===== config.mk =====
export PLATFORM = sky130hd
export DESIGN_NAME = word_packer
export DESIGN_NICKNAME = d
export VERILOG_FILES = /design/src/rtl/word_packer.sv
export SDC_FILE = /design/constraint.sdc
export NUM_CORES = 1
export LEC_CHECK = 0
export CAP_MARGIN = 15
export CORE_ASPECT_RATIO = 0.9
export CORE_MARGIN = 2
export CORE_UTILIZATION = 38
export CTS_CLUSTER_DIAMETER = 80
export DETAILED_ROUTE_END_ITERATION = 6
export REMOVE_ABC_BUFFERS = 1
export SLEW_MARGIN = 25
export SYNTH_ARGS = -nofsm -noshare
export SYNTH_HDL_FRONTEND = slang
export SYNTH_SLANG_ARGS = --single-unit
export TNS_END_PERCENT = 1

===== constraint.sdc =====
create_clock -name clk -period 1.8 [get_ports clk]
set_clock_uncertainty 0.2 [all_clocks]
set_input_delay 0.36 -clock clk [delete_from_list [all_inputs] [get_ports clk]]
set_output_delay 0.36 -clock clk [all_outputs]
set_load 0.05 [all_outputs]

===== src/rtl/word_packer.sv =====
// Packs RATIO narrow input words into one wide output word, with early flush on in_last.
// Optional output-transfer counter port out_words when WORD_PACKER_STATS_EN is defined.
module word_packer #(
    parameter int IN_W  = 32,
    parameter int RATIO = 2,
    parameter int ORDER = 0,
    localparam int OUT_W  = IN_W * RATIO,
    localparam int LANE_W = $clog2(RATIO),
    localparam int CNT_W  = $clog2(RATIO + 1)
) (
    input  logic             clk,
    input  logic             rst,
    input  logic             in_valid,
    output logic             in_ready,
    input  logic [IN_W-1:0]  in_data,
    input  logic             in_last,
    output logic             out_valid,
    input  logic             out_ready,
    output logic [OUT_W-1:0] out_data,
    output logic [CNT_W-1:0] out_count
`ifdef WORD_PACKER_STATS_EN
    ,
    output logic [31:0]      out_words
`endif
);

    logic [OUT_W-1:0]  acc;
    logic [OUT_W-1:0]  acc_next;
    logic [LANE_W-1:0] lane_cnt;
    logic [LANE_W-1:0] lane_sel;
    logic              in_fire;
    logic              out_fire;
    logic              last_lane;
    logic              complete;

    // Ready depends only on registered state and the downstream ready.
    assign in_ready  = !out_valid || out_ready;
    assign in_fire   = in_valid && in_ready;
    assign out_fire  = out_valid && out_ready;
    assign last_lane = (lane_cnt == LANE_W'(RATIO - 1));
    assign complete  = in_fire && (last_lane || in_last);

    always_comb begin
        if (ORDER == 0) begin
            lane_sel = lane_cnt;
        end else begin
            lane_sel = LANE_W'(RATIO - 1) - lane_cnt;
        end
    end

    always_comb begin
        acc_next = acc;
        for (int i = 0; i < RATIO; i++) begin
            if (lane_sel == LANE_W'(i)) begin
                acc_next[i*IN_W +: IN_W] = in_data;
            end
        end
    end

    // Accumulation is cleared on completion so a flushed word has zero upper lanes.
    always_ff @(posedge clk or negedge rst) begin
        if (!rst) begin
            acc      <= '0;
            lane_cnt <= '0;
        end else if (in_fire) begin
            if (complete) begin
                acc      <= '0;
                lane_cnt <= '0;
            end else begin
                acc      <= acc_next;
                lane_cnt <= lane_cnt + LANE_W'(1);
            end
        end
    end

    always_ff @(posedge clk or negedge rst) begin
        if (!rst) begin
            out_data  <= '0;
            out_count <= '0;
        end else if (complete) begin
            out_data  <= acc_next;
            out_count <= CNT_W'(lane_cnt) + CNT_W'(1);
        end
    end

    always_ff @(posedge clk or negedge rst) begin
        if (!rst) begin
            out_valid <= 1'b0;
        end else if (complete) begin
            out_valid <= 1'b1;
        end else if (out_fire) begin
            out_valid <= 1'b0;
        end
    end

`ifdef WORD_PACKER_STATS_EN
    always_ff @(posedge clk or negedge rst) begin
        if (!rst) begin
            out_words <= '0;
        end else if (out_fire && (out_words != 32'hFFFF_FFFF)) begin
            out_words <= out_words + 32'd1;
        end
    end
`endif

endmodule


==> flow_summary_export.csv <==
group,metric,value,unit
layout,seq_area,3310,um^2
global_route,grt_max_degree,45,
setup_path,worstPathArrival,1.17,ns
clock_network,clock_path_buffers,2,
power_and_ir_drop,peakVddDrop,0.891,mV
setup_path,endpoint_kind,"output port",
global_route,antenna_found_initial,0,
setup_path,r2r-end,"out_data[51]",
setup_path,r2r_setup_slack,0.07,ns
placement,io_buffers,104,
yosys,seq_area_frac_synth,53.5,%
detailed_routing,drt-initial-drc-count,117,
detailed_routing,dr.pass1.iters,4,
yosys,synth.area.top_cells,"dfrtp_1, mux2_4, mux2_1",
detailed_routing,routed_wl,13000,um
global_route,grt_pass1_vias,3987,
timing,hold_viol,0,
setup_path,crit_path_frequent_cell,"buf_12",
yosys,ys_ff_latch,132,
layout,drive_gt1_share,39.7,%
floorplan,placeableCoreArea,16000,um^2
yosys,netlist_area,6170,um^2
setup_path,crit_fanout,2,
global_route,grtUsageTotal,16.2,%
floorplan,dieHeight,125,um
setup_path,crit_chain,"nand2b_4, buf_12, buf_12",
timing,maxSlewHeadroom,70.0,%
job,cap_viol_max_count,0,
yosys,yosysMostFrequentCell,"dfrtp_1",
floorplan,die-area,17300,um^2
setup_path,slowest_stage,"dfrtp_1",
detailed_routing,drtAntennaViolNets,0,
yosys,yosysTopAreaCellShare,53.5,%
yosys,synth_common_cells,"dfrtp_1, mux2_4, and2_1, inv_1, mux2_1",
setup_path,slowest_delay,0.40,ns
placement,gp_congestion,0.703,
power_and_ir_drop,total_power,12.6,mW
floorplan,die_w,138,um
placement,place_area,8130,um^2
floorplan,start_util,38.5,%
yosys,syn_area_per_cell,14.3,um^2
yosys,synth_edf_count,0,
clock_network,cts_tree,"yes",
hold_path,hp-start,"in_valid",
yosys,ys_types,20,
hold_path,min_to,"acc[27]",
detailed_routing,vias_per_cell,4.81,
yosys,ys.flop_type,"dfrtp_1",
layout,final_nets,586,
hold_path,hold_path.class,"in -> reg",
clock_network,clk_pin_slew,0.05,ns
global_route,grt_pass1_wl,22000,um
layout,area.growth.synth_to_final,41.0,%
timing,min_period,1.73,ns
setup_path,crit_type,"reg -> out",
layout,fill_cells,1302,
global_route,grt_overflow,0,
detailed_routing,drc,0,
layout,final_area,8700,um^2
timing,hold_slack,0.216,ns
setup_path,crit_required,1.24,ns
layout,multi_input_area,2420,um^2
timing,tns,0,ns
floorplan,rows,44,
clock_network,clock_sinks,132,
placement,hpwl,8630,um
yosys,yosysWarnings,0,
timing,rsz0062_at_grt,"false",
timing,report.final.slew_viol_count,0,
hold_path,min_delay_path_depth,4,
layout,diodes,0,
timing,fmax,577,MHz
yosys,yosys.area.top_type,"dfrtp_1",
setup_path,reg2regPathDepth,4,
setup_path,crit_path_start,"out_valid",
power_and_ir_drop,pwr_density_cell,1450,nW/um^2
clock_network,insertion_delay,0.41,ns
clock_network,cts_buffers,17,
clock_network,ctsRootBufferMaster,"clkbuf_16",
floorplan,pin_count,105,
timing,worst_slew_pin_slew,0.450,ns
timing,finalSetupViolCount,0,
layout,utilization,54.3,%
setup_path,r2r-start,"lane_cnt",
yosys,synthArstFlopShare,100,%
power_and_ir_drop,leakage,4.17,nW
detailed_routing,vias,3683,
yosys,syn_inst,431,
clock_network,htreeDepth,4,
status,outcome,"complete, no violations",
timing,fin_crit_sh,96.2,%
setup_path,cp-start-kind,"register",
detailed_routing,wl_per_cell,17.0,um
==> sequential cells by signal, summed over array words and instances, names as in the netlist <==
register / cells
out_count: 2
acc: 64
lane_cnt: 1
out_data: 64
out_valid: 1
==> final cells by class <==
class	instances	area share, %
flip-flops and latches	132	38.0
well taps	207	2.98
inverters	33	1.42
clock inverters	6	0.662
multi-input cells	232	27.9
clock buffers	23	5.26
repair buffers	133	23.8
==> critical path, delay by kind of cell (launching register included) <==
family / cells / cell delay, ns
flip-flops: 1 / 0.40
buffers and inverters: 2 / 0.25
AND/OR/NAND/NOR: 1 / 0.11
==> where the power goes <==
part	internal [mW]	leakage [nW]	switching (mW)
clock	1.90	0.253	1.17
sequential	3.52	1.74	0.603
combinational	2.86	2.18	2.53
==> how the worst max path moves through the flow <==
| stage | slack, ns | end |
|---|---|---|
| floorplan | -2.66 | out_data[0] |
| global placement | -0.26 | out_data[51] |
| detailed placement | -0.30 | out_data[48] |
| CTS | 0.004 | in_ready |
| global route | 0.01 | out_data[51] |
| finish | 0.07 | in_ready |
==> routing by layer <==
metal	global-route usage [%]	vias to the layer above	wire length, um
li1	-	1727	-
met1	22.3	1867	6140
met2	25.1	78	6210
met3	4.73	11	568
met4	4.68	0	122
met5	0	-	0
==> placed cells by master, fill, tap and decap left out, drive strengths merged <==
cell type | netlist | routed
buf | 25 | 98
and2 | 33 | 33
a22oi | 1 | 1
nand2 | 1 | 1
clkinvlp | 0 | 1
nand2b | 1 | 1
clkinv | 0 | 4
nor2 | 1 | 1
dlygate4sd3 | 0 | 1
clkbuf | 9 | 23
nand4 | 32 | 32
dfrtp | 132 | 132
dlymetal6s2s | 0 | 1
inv | 33 | 33
bufinv | 0 | 1
a22o | 1 | 1
o21ai | 32 | 32
clkdlybuf4s50 | 0 | 33
nand3b | 1 | 1
mux2 | 128 | 128
o21a | 1 | 1
==> per-stage QoR <==
| stage | cells | worst slack [ns] |
|---|---|---|
| 6_report | 766 | 0.0683 |
| 5_1_grt | 766 | 0.0109 |
| 2_1_floorplan | 397 | -2.66 |
| 3_3_place_gp | 733 | -0.258 |
| 3_5_place_dp | 733 | -0.297 |
| 4_1_cts | 766 | 0.00371 |
==> repair_timing <==
action,CTS,global route
hold buffers,1,0
endpoints found under the hold margin,37,0
setup buffers,3,0
gates resized for setup,4,2
setup endpoints to repair,1,2
==> cell families (layout without fill, tap and decap cells) <==
kind of cell / count (synthesis) / in the layout / synth area share (%)
buf+inv: 67 / 195 / 7.30
simple gates: 69 / 69 / 7.26
compound gates: 35 / 35 / 2.98
mux: 128 / 128 / 28.9
flops: 132 / 132 / 53.5
Note: power is estimated with default switching activity, not from simulation.
